## src/rtl/slotmaker_sequencer_pkg.sv

```systemverilog
// Shared types and helpers for the slotmaker configuration sequencer.
package slot_cfg_pkg;

  localparam int NUM_SLOTS_MAX = 8;

  typedef logic [7:0] card_id_t;

  typedef enum logic [2:0] {
    START,
    LOAD,
    HOSTWR,
    RECONFIG,
    IDLE
  } slot_seq_state_t;

  // Slot s occupies byte s of a packed card map.
  function automatic card_id_t map_card(input logic [8*NUM_SLOTS_MAX-1:0] map, input int s);
    return map[8*s +: 8];
  endfunction

endpackage

```

## src/rtl/slotmaker_sequencer_if.sv

```systemverilog
// Host request path plus the slotmaker configuration port, as seen by the sequencer.
interface slotmaker_sequencer_if;
  import slot_cfg_pkg::*;

  logic     req_i;
  logic [2:0] req_slot_i;
  card_id_t req_card_i;
  logic     ack_o;
  logic [2:0] cfg_slot_o;
  logic     cfg_wr_o;
  card_id_t cfg_card_o;
  logic     cfg_reconfig_o;
  logic     busy_o;

  modport slave (
    input  req_i, req_slot_i, req_card_i,
    output ack_o, cfg_slot_o, cfg_wr_o, cfg_card_o, cfg_reconfig_o, busy_o
  );

  modport master (
    output req_i, req_slot_i, req_card_i,
    input  ack_o, cfg_slot_o, cfg_wr_o, cfg_card_o, cfg_reconfig_o, busy_o
  );
endinterface

```

## src/rtl/slotmaker_sequencer_stable_detect.sv

```systemverilog
// Debounce: flags a change once sample differs from reference for SETTLE_CYCLES samples in a row.
module stable_detect #(
  parameter int SETTLE_CYCLES = 54_000
) (
  input  logic clk,
  input  logic rst_n,
  input  logic sample_i,
  input  logic reference_i,
  input  logic clear_i,
  output logic changed_o
);
  localparam int CW = $clog2(SETTLE_CYCLES + 1);

  logic [CW-1:0] cnt_q, cnt_d;
  logic          changed_q, changed_d;

  always_comb begin
    cnt_d     = '0;
    changed_d = changed_q;
    if (sample_i != reference_i) begin
      cnt_d = (cnt_q == CW'(SETTLE_CYCLES)) ? cnt_q : cnt_q + 1'b1;
      if (cnt_q == CW'(SETTLE_CYCLES - 1)) changed_d = 1'b1;
    end
    // Clearing coincides with the reference taking the new value, so it wins.
    if (clear_i) changed_d = 1'b0;
  end

  always_ff @(posedge clk or negedge rst_n) begin
    if (!rst_n) begin
      cnt_q     <= '0;
      changed_q <= 1'b0;
    end else begin
      cnt_q     <= cnt_d;
      changed_q <= changed_d;
    end
  end

  assign changed_o = changed_q;
endmodule

```

## src/rtl/slotmaker_sequencer.sv

```systemverilog
// Loads the slot/card table into slotmaker after reset and on switch changes,
// and grants single-slot host overrides between sweeps.
module slotmaker_sequencer
  import slot_cfg_pkg::*;
#(
  parameter int          NUM_SLOTS     = 8,
  parameter logic [63:0] SLOT_MAP      = 64'h0000_0000_0302_0100,
  parameter logic [63:0] ALT_MAP       = 64'h0300_0000_0002_0100,
  parameter int          SETTLE_CYCLES = 54_000
) (
  input  logic                  clk_logic,
  input  logic                  device_reset_n,
  input  logic                  slot_sel_n_i,
  slotmaker_sequencer_if.slave  bus
);
  localparam int IDX_W = (NUM_SLOTS > 1) ? $clog2(NUM_SLOTS) : 1;

  slot_seq_state_t state_q, state_d;
  logic [IDX_W-1:0] idx_q, idx_d;
  card_id_t [NUM_SLOTS-1:0] shadow_q, shadow_d;
  logic applied_sel_q, applied_sel_d;
  logic change_pending, change_clear;

  logic       wr_q, wr_d, rc_q, rc_d, ack_q, ack_d, busy_q, busy_d;
  logic [2:0] slot_q, slot_d;
  card_id_t   card_q, card_d;

  stable_detect #(.SETTLE_CYCLES(SETTLE_CYCLES)) u_sel_detect (
    .clk         (clk_logic),
    .rst_n       (device_reset_n),
    .sample_i    (!slot_sel_n_i),
    .reference_i (applied_sel_q),
    .clear_i     (change_clear),
    .changed_o   (change_pending)
  );

  always_comb begin
    state_d       = state_q;
    idx_d         = idx_q;
    shadow_d      = shadow_q;
    applied_sel_d = applied_sel_q;
    change_clear  = 1'b0;
    wr_d   = 1'b0;
    rc_d   = 1'b0;
    ack_d  = 1'b0;
    busy_d = 1'b0;
    slot_d = '0;
    card_d = '0;
    unique case (state_q)
      START: begin
        idx_d   = '0;
        state_d = LOAD;
      end
      LOAD: begin
        wr_d   = 1'b1;
        busy_d = 1'b1;
        slot_d = 3'(idx_q);
        card_d = shadow_q[idx_q];
        idx_d  = idx_q + 1'b1;
        if (idx_q == IDX_W'(NUM_SLOTS - 1)) state_d = RECONFIG;
      end
      HOSTWR: begin
        wr_d   = 1'b1;
        ack_d  = 1'b1;
        busy_d = 1'b1;
        slot_d = bus.req_slot_i;
        card_d = bus.req_card_i;
        // Out-of-range slots still reach the port but leave the table alone.
        for (int s = 0; s < NUM_SLOTS; s++)
          if (bus.req_slot_i == 3'(s)) shadow_d[s] = bus.req_card_i;
        state_d = RECONFIG;
      end
      RECONFIG: begin
        rc_d    = 1'b1;
        busy_d  = 1'b1;
        state_d = IDLE;
      end
      IDLE: begin
        if (change_pending) begin
          for (int s = 0; s < NUM_SLOTS; s++)
            shadow_d[s] = applied_sel_q ? map_card(SLOT_MAP, s) : map_card(ALT_MAP, s);
          applied_sel_d = !applied_sel_q;
          change_clear  = 1'b1;
          idx_d         = '0;
          state_d       = LOAD;
        end else if (bus.req_i) begin
          state_d = HOSTWR;
        end
      end
      default: state_d = START;
    endcase
  end

  always_ff @(posedge clk_logic or negedge device_reset_n) begin
    if (!device_reset_n) begin
      state_q       <= START;
      idx_q         <= '0;
      applied_sel_q <= 1'b0;
      for (int s = 0; s < NUM_SLOTS; s++) shadow_q[s] <= map_card(SLOT_MAP, s);
      wr_q   <= 1'b0;
      rc_q   <= 1'b0;
      ack_q  <= 1'b0;
      busy_q <= 1'b0;
      slot_q <= '0;
      card_q <= '0;
    end else begin
      state_q       <= state_d;
      idx_q         <= idx_d;
      applied_sel_q <= applied_sel_d;
      shadow_q      <= shadow_d;
      wr_q   <= wr_d;
      rc_q   <= rc_d;
      ack_q  <= ack_d;
      busy_q <= busy_d;
      slot_q <= slot_d;
      card_q <= card_d;
    end
  end

  assign bus.cfg_wr_o       = wr_q;
  assign bus.cfg_reconfig_o = rc_q;
  assign bus.ack_o          = ack_q;
  assign bus.busy_o         = busy_q;
  assign bus.cfg_slot_o     = slot_q;
  assign bus.cfg_card_o     = card_q;
endmodule

```

## src/flat_wrapper.sv

```systemverilog
// flat-port wrapper written by rule: the top's interface ports become plain ports
module slotmaker_sequencer_flat import slot_cfg_pkg::*;
#(
  parameter int          NUM_SLOTS     = 8,
  parameter logic [63:0] SLOT_MAP      = 64'h0000_0000_0302_0100,
  parameter logic [63:0] ALT_MAP       = 64'h0300_0000_0002_0100,
  parameter int          SETTLE_CYCLES = 54_000
)
  (clk_logic, device_reset_n, slot_sel_n_i, bus_req_i, bus_req_slot_i, bus_req_card_i, bus_ack_o, bus_cfg_slot_o, bus_cfg_wr_o, bus_cfg_card_o, bus_cfg_reconfig_o, bus_busy_o);
  slotmaker_sequencer_if bus_i ();
  input  logic clk_logic;
  input  logic device_reset_n;
  input  logic slot_sel_n_i;
  input wire logic [$bits(bus_i.req_i)-1:0] bus_req_i;
  input wire logic [$bits(bus_i.req_slot_i)-1:0] bus_req_slot_i;
  input wire logic [$bits(bus_i.req_card_i)-1:0] bus_req_card_i;
  output wire logic [$bits(bus_i.ack_o)-1:0] bus_ack_o;
  output wire logic [$bits(bus_i.cfg_slot_o)-1:0] bus_cfg_slot_o;
  output wire logic [$bits(bus_i.cfg_wr_o)-1:0] bus_cfg_wr_o;
  output wire logic [$bits(bus_i.cfg_card_o)-1:0] bus_cfg_card_o;
  output wire logic [$bits(bus_i.cfg_reconfig_o)-1:0] bus_cfg_reconfig_o;
  output wire logic [$bits(bus_i.busy_o)-1:0] bus_busy_o;
  assign bus_i.req_i = bus_req_i;
  assign bus_i.req_slot_i = bus_req_slot_i;
  assign bus_i.req_card_i = bus_req_card_i;
  assign bus_ack_o = bus_i.ack_o;
  assign bus_cfg_slot_o = bus_i.cfg_slot_o;
  assign bus_cfg_wr_o = bus_i.cfg_wr_o;
  assign bus_cfg_card_o = bus_i.cfg_card_o;
  assign bus_cfg_reconfig_o = bus_i.cfg_reconfig_o;
  assign bus_busy_o = bus_i.busy_o;
  slotmaker_sequencer #(.NUM_SLOTS(NUM_SLOTS), .SLOT_MAP(SLOT_MAP), .ALT_MAP(ALT_MAP), .SETTLE_CYCLES(SETTLE_CYCLES)) u_core (.clk_logic(clk_logic), .device_reset_n(device_reset_n), .slot_sel_n_i(slot_sel_n_i), .bus(bus_i));
endmodule
```

## config.mk

```make
export PLATFORM = sky130hd
export DESIGN_NAME = slotmaker_sequencer_flat
export DESIGN_NICKNAME = d
export VERILOG_FILES = /design/src/rtl/slotmaker_sequencer_pkg.sv /design/src/rtl/slotmaker_sequencer_if.sv /design/src/rtl/slotmaker_sequencer_stable_detect.sv /design/src/rtl/slotmaker_sequencer.sv /design/src/flat_wrapper.sv
export SDC_FILE = /design/constraint.sdc
export NUM_CORES = 1
export LEC_CHECK = 0
export ABC_AREA = 1
export CORE_MARGIN = 5
export CORE_UTILIZATION = 40
export DETAILED_ROUTE_END_ITERATION = 8
export HOLD_SLACK_MARGIN = 0.1
export PLACE_DENSITY = 0.72
export SETUP_SLACK_MARGIN = 0.05
export SLEW_MARGIN = 25
export SYNTH_ARGS = -nofsm -noshare
export SYNTH_HDL_FRONTEND = slang
export SYNTH_SLANG_ARGS = --single-unit
```

## constraint.sdc

```tcl
create_clock -name clk_logic -period 1.4 [get_ports clk_logic]
set_input_delay 0.42 -clock clk_logic [delete_from_list [all_inputs] [get_ports clk_logic]]
set_output_delay 0.42 -clock clk_logic [all_outputs]
set_load 0.05 [all_outputs]
```

==> run summary <==
Slew @ Worst Pin: 0.309 ns
Reg clk slew, reported paths: 0.07 ns
first-pass GRT wire length: 22.6 mm
CTS sink count: 103
worst path cell trace: inv_1, nand3_1, nor2_1, buf_4, nand3_1, nand3_1
peak supply drop: 0.923 mV
Site Rows: 41
crit path kind: register to register
starting density of the core: 40.4%
Leak Pwr: 0.00346 uW
Reg2Reg Setup Slack: -0.05 ns
Post-Route Utilization: 56.7%
crit-path max cell delay: 0.44 ns
Worst R2R Path Depth: 6
Largest delay share family, worst path: simple AND/OR/NAND/NOR gates
Tcrit/Tclk final: 104%
placed cell count: 913
Setup violations, final: 27
Worst Path Arrival: 1.73 ns
worst hold slack: 0.463 ns
Final Skew: 0.00595 ns
Net Count, Synth: 687
Power Total: 14800 uW
Final Critical Period: 1.45 ns
Critical Path Source Type: register
Setup TNS: -0.543 ns
Hold Path Class: register to register
Seq cells post-synth: 103
Synth warnings: 0
Synth cell types: 24
CP Capture Type: register
Crit Reg-Reg Startpoint: u_core.state_q[2]
Max Cap Viol: 0
Worst path most repeated cell: nand3_1
Die Width: 122 um
Worst Path Buf+Inv: 2
via/cell ratio: 5.08
drt first pass iters: 5
die area: 0.0149 mm2
drt first-iter violations: 439
reg2reg end: u_core.bus.cfg_card_o[0]
total track usage: 19.5%
CTS Buf Count: 9
WHS Path Cells: 2
Die H: 122 um
initial antenna violation count: 0
largest net degree at the start of global routing: 41
# port buffers: 29
worst hold start: u_core.shadow_q[24]
FMAX: 0.689 GHz
vias in the first global route: 4613
Routed WL per cell: 14.8 um
via count: 4795
Final ANT Viol Nets: 0
clock root buffer: clkbuf_16
crit-path max FO: 8
Inserted Diodes: 0
Final WS setup: -0.0514 ns
Layout Nets: 786
Clk Latency, worst-skew pair: 0.36 ns
failing checks: negative setup slack
Hold EP: u_core.shadow_q[24]
Filler Cells Inserted: 1060
DRT Wirelength: 13.9 mm
RSZ-0062 raised after global routing: true
Mapped Cells: 668
Syn Area/Cell: 7.54 um2
Rel. slew slack: 79.4%
htree depth: 3
GRT overflow: 0
Fin. Hold Viols: 0
total core area: 0.0125 mm2
post-DP HPWL: 9.51 mm
area of the mapped netlist: 0.00503 mm2
area grow syn2layout: 40.3%
slowest cell on the critical path: dfrtp_1
residual DRC count: 0
IO Count: 30
share of cells above drive strength 1: 24.6%
status: finished with violations
WP data required: 1.68 ns
RD Place Congestion: 0.874
Max Root-Sink Buffers: 2
PwrDens: 2090 mW/mm2
instance count on the critical path: 6
TritonCTS clock tree: yes
register area share after synthesis: 51.3%
Non-Filler Instances: 944
Pins Over Slew Limit: 0
## kinds of logic (layout without fill, tap and decap cells)
| group | after synthesis | count (layout) | synth area share [%] |
|---|---|---|---|
| AO/OA/AOI/OAI | 71 | 71 | 7.26 |
| adder cells (fa/ha/maj) | 4 | 4 | 0.994 |
| buffers and inverters | 76 | 180 | 5.99 |
| XOR/XNOR | 1 | 1 | 0.174 |
| AND/OR/NAND/NOR | 413 | 413 | 34.3 |
| flip-flops | 103 | 103 | 51.3 |
## power by group
group | switching [uW] | internal (uW) | total, uW
sequential | 766 | 4170 | 4940
clock | 1120 | 1620 | 2740
combinational | 4020 | 3080 | 7100
total | 5910 | 8870 | 14800
## registers in the layout, summed over array words and instances, names as in the netlist
name / flops
u_core.state_q: 3
u_core.bus.cfg_reconfig_o: 1
u_core.bus.busy_o: 1
u_core.bus.cfg_card_o: 8
u_core.bus.cfg_slot_o: 3
u_core.idx_q: 3
u_core.u_sel_detect.changed_o: 1
u_core.u_sel_detect.cnt_q: 16
u_core.shadow_q: 64
u_core.applied_sel_q: 1
u_core.bus.ack_o: 1
u_core.bus.cfg_wr_o: 1
## cell type report
cell class,instances,area [um2],area share (%)
Sequential cell,103,2580,36.6
Clock buffer,11,243,3.44
Clock inverter,5,81.3,1.15
Multi-Input combinational cell,489,2440,34.6
Inverter,56,211,2.99
Timing Repair Buffer,108,1290,18.2
Tap cell,172,215,3.05
## Yosys cell counts
master    number  area share (%)
dfstp_2        4             2.1
nand2_2        6            0.75
inv_1         52             3.9
o21bai_1       2            0.30
o21ai_1        8            0.80
nor3_1         3            0.30
nand2_1      222              17
xor2_1         1            0.17
o22ai_1        4            0.50
clkbuf_1      12            0.89
a21oi_1       16             1.6
nor2_2         2            0.25
buf_2          7            0.70
nand4_1        7            0.87
dfrtp_1       99              49
o21ai_0       41             4.1
inv_2          3            0.22
or2_2          3            0.37
clkinv_1       1           0.074
buf_6          1            0.22
nor3_4         1            0.32
ha_1           4            0.99
nor2_1        77             5.7
nand3_1       92             9.1
## cell usage in the layout, fill, tap and decap left out, types with 2 or more instances in the layout
cell	count
nand2_4	7
o21ai_1	8
bufinv_16	2
o21bai_1	2
dfrtp_1	97
nand3_2	8
nor2_2	6
buf_6	18
nand2_1	195
inv_2	9
o21ai_2	4
ha_4	2
dfrtp_2	2
nor2_4	4
clkdlybuf4s50_1	12
buf_4	46
nand3_4	2
a21oi_1	15
clkbuf_16	9
nor3_1	3
clkinv_2	2
nand2_2	24
o22ai_1	3
nand3_1	82
or2_2	3
dfstp_2	4
inv_1	46
o21ai_0	37
ha_1	2
nand2_8	2
buf_12	29
nor2_1	69
nand4_1	7
## metrics by stage
stage,setup slack (ns),area (um2)
global route,-0.134,7070
detailed placement,-0.399,6290
floorplan,-0.0531,5090
CTS,-0.0376,6840
finish,-0.0514,7070
global placement,-0.374,6290
## tightest hold or removal path: stages, from the launching register on
cell,delay (ns)
dfstp_2,0.37
nand2_1,0.05
nand2_1,0.04
## routing by layer
layer | track usage [%] | vias up | part of all wire, %
met5 | 0 | - | 0
met4 | 9.87 | 0 | 2.9
met3 | 3.62 | 28 | 5.7
met2 | 31.9 | 144 | 51
met1 | 24.7 | 2278 | 41
li1 | - | 2345 | -
## how the worst max path moves through the flow
stage,from,endpoint,slack (ns)
6_report,u_core.state_q[2],u_core.bus.cfg_card_o[0],-0.05
5_1_grt,u_core.state_q[2],u_core.bus.cfg_card_o[4],-0.13
4_1_cts,u_core.state_q[0],u_core.shadow_q[55],-0.04
3_5_place_dp,bus_req_slot_i[2],u_core.shadow_q[1],-0.40
3_3_place_gp,bus_req_slot_i[1],u_core.shadow_q[13],-0.37
2_1_floorplan,u_core.state_q[0],u_core.shadow_q[16],-0.05
## timing repair
action,4_1_cts,5_1_grt
hold buffers,1,0
gates resized for setup,39,58
endpoints found under the setup margin,72,93
pin swaps,3,13
buffers inserted,8,7
hold endpoints to repair,12,0
gates cloned,1,0
Note: power is estimated with default switching activity, not from simulation.
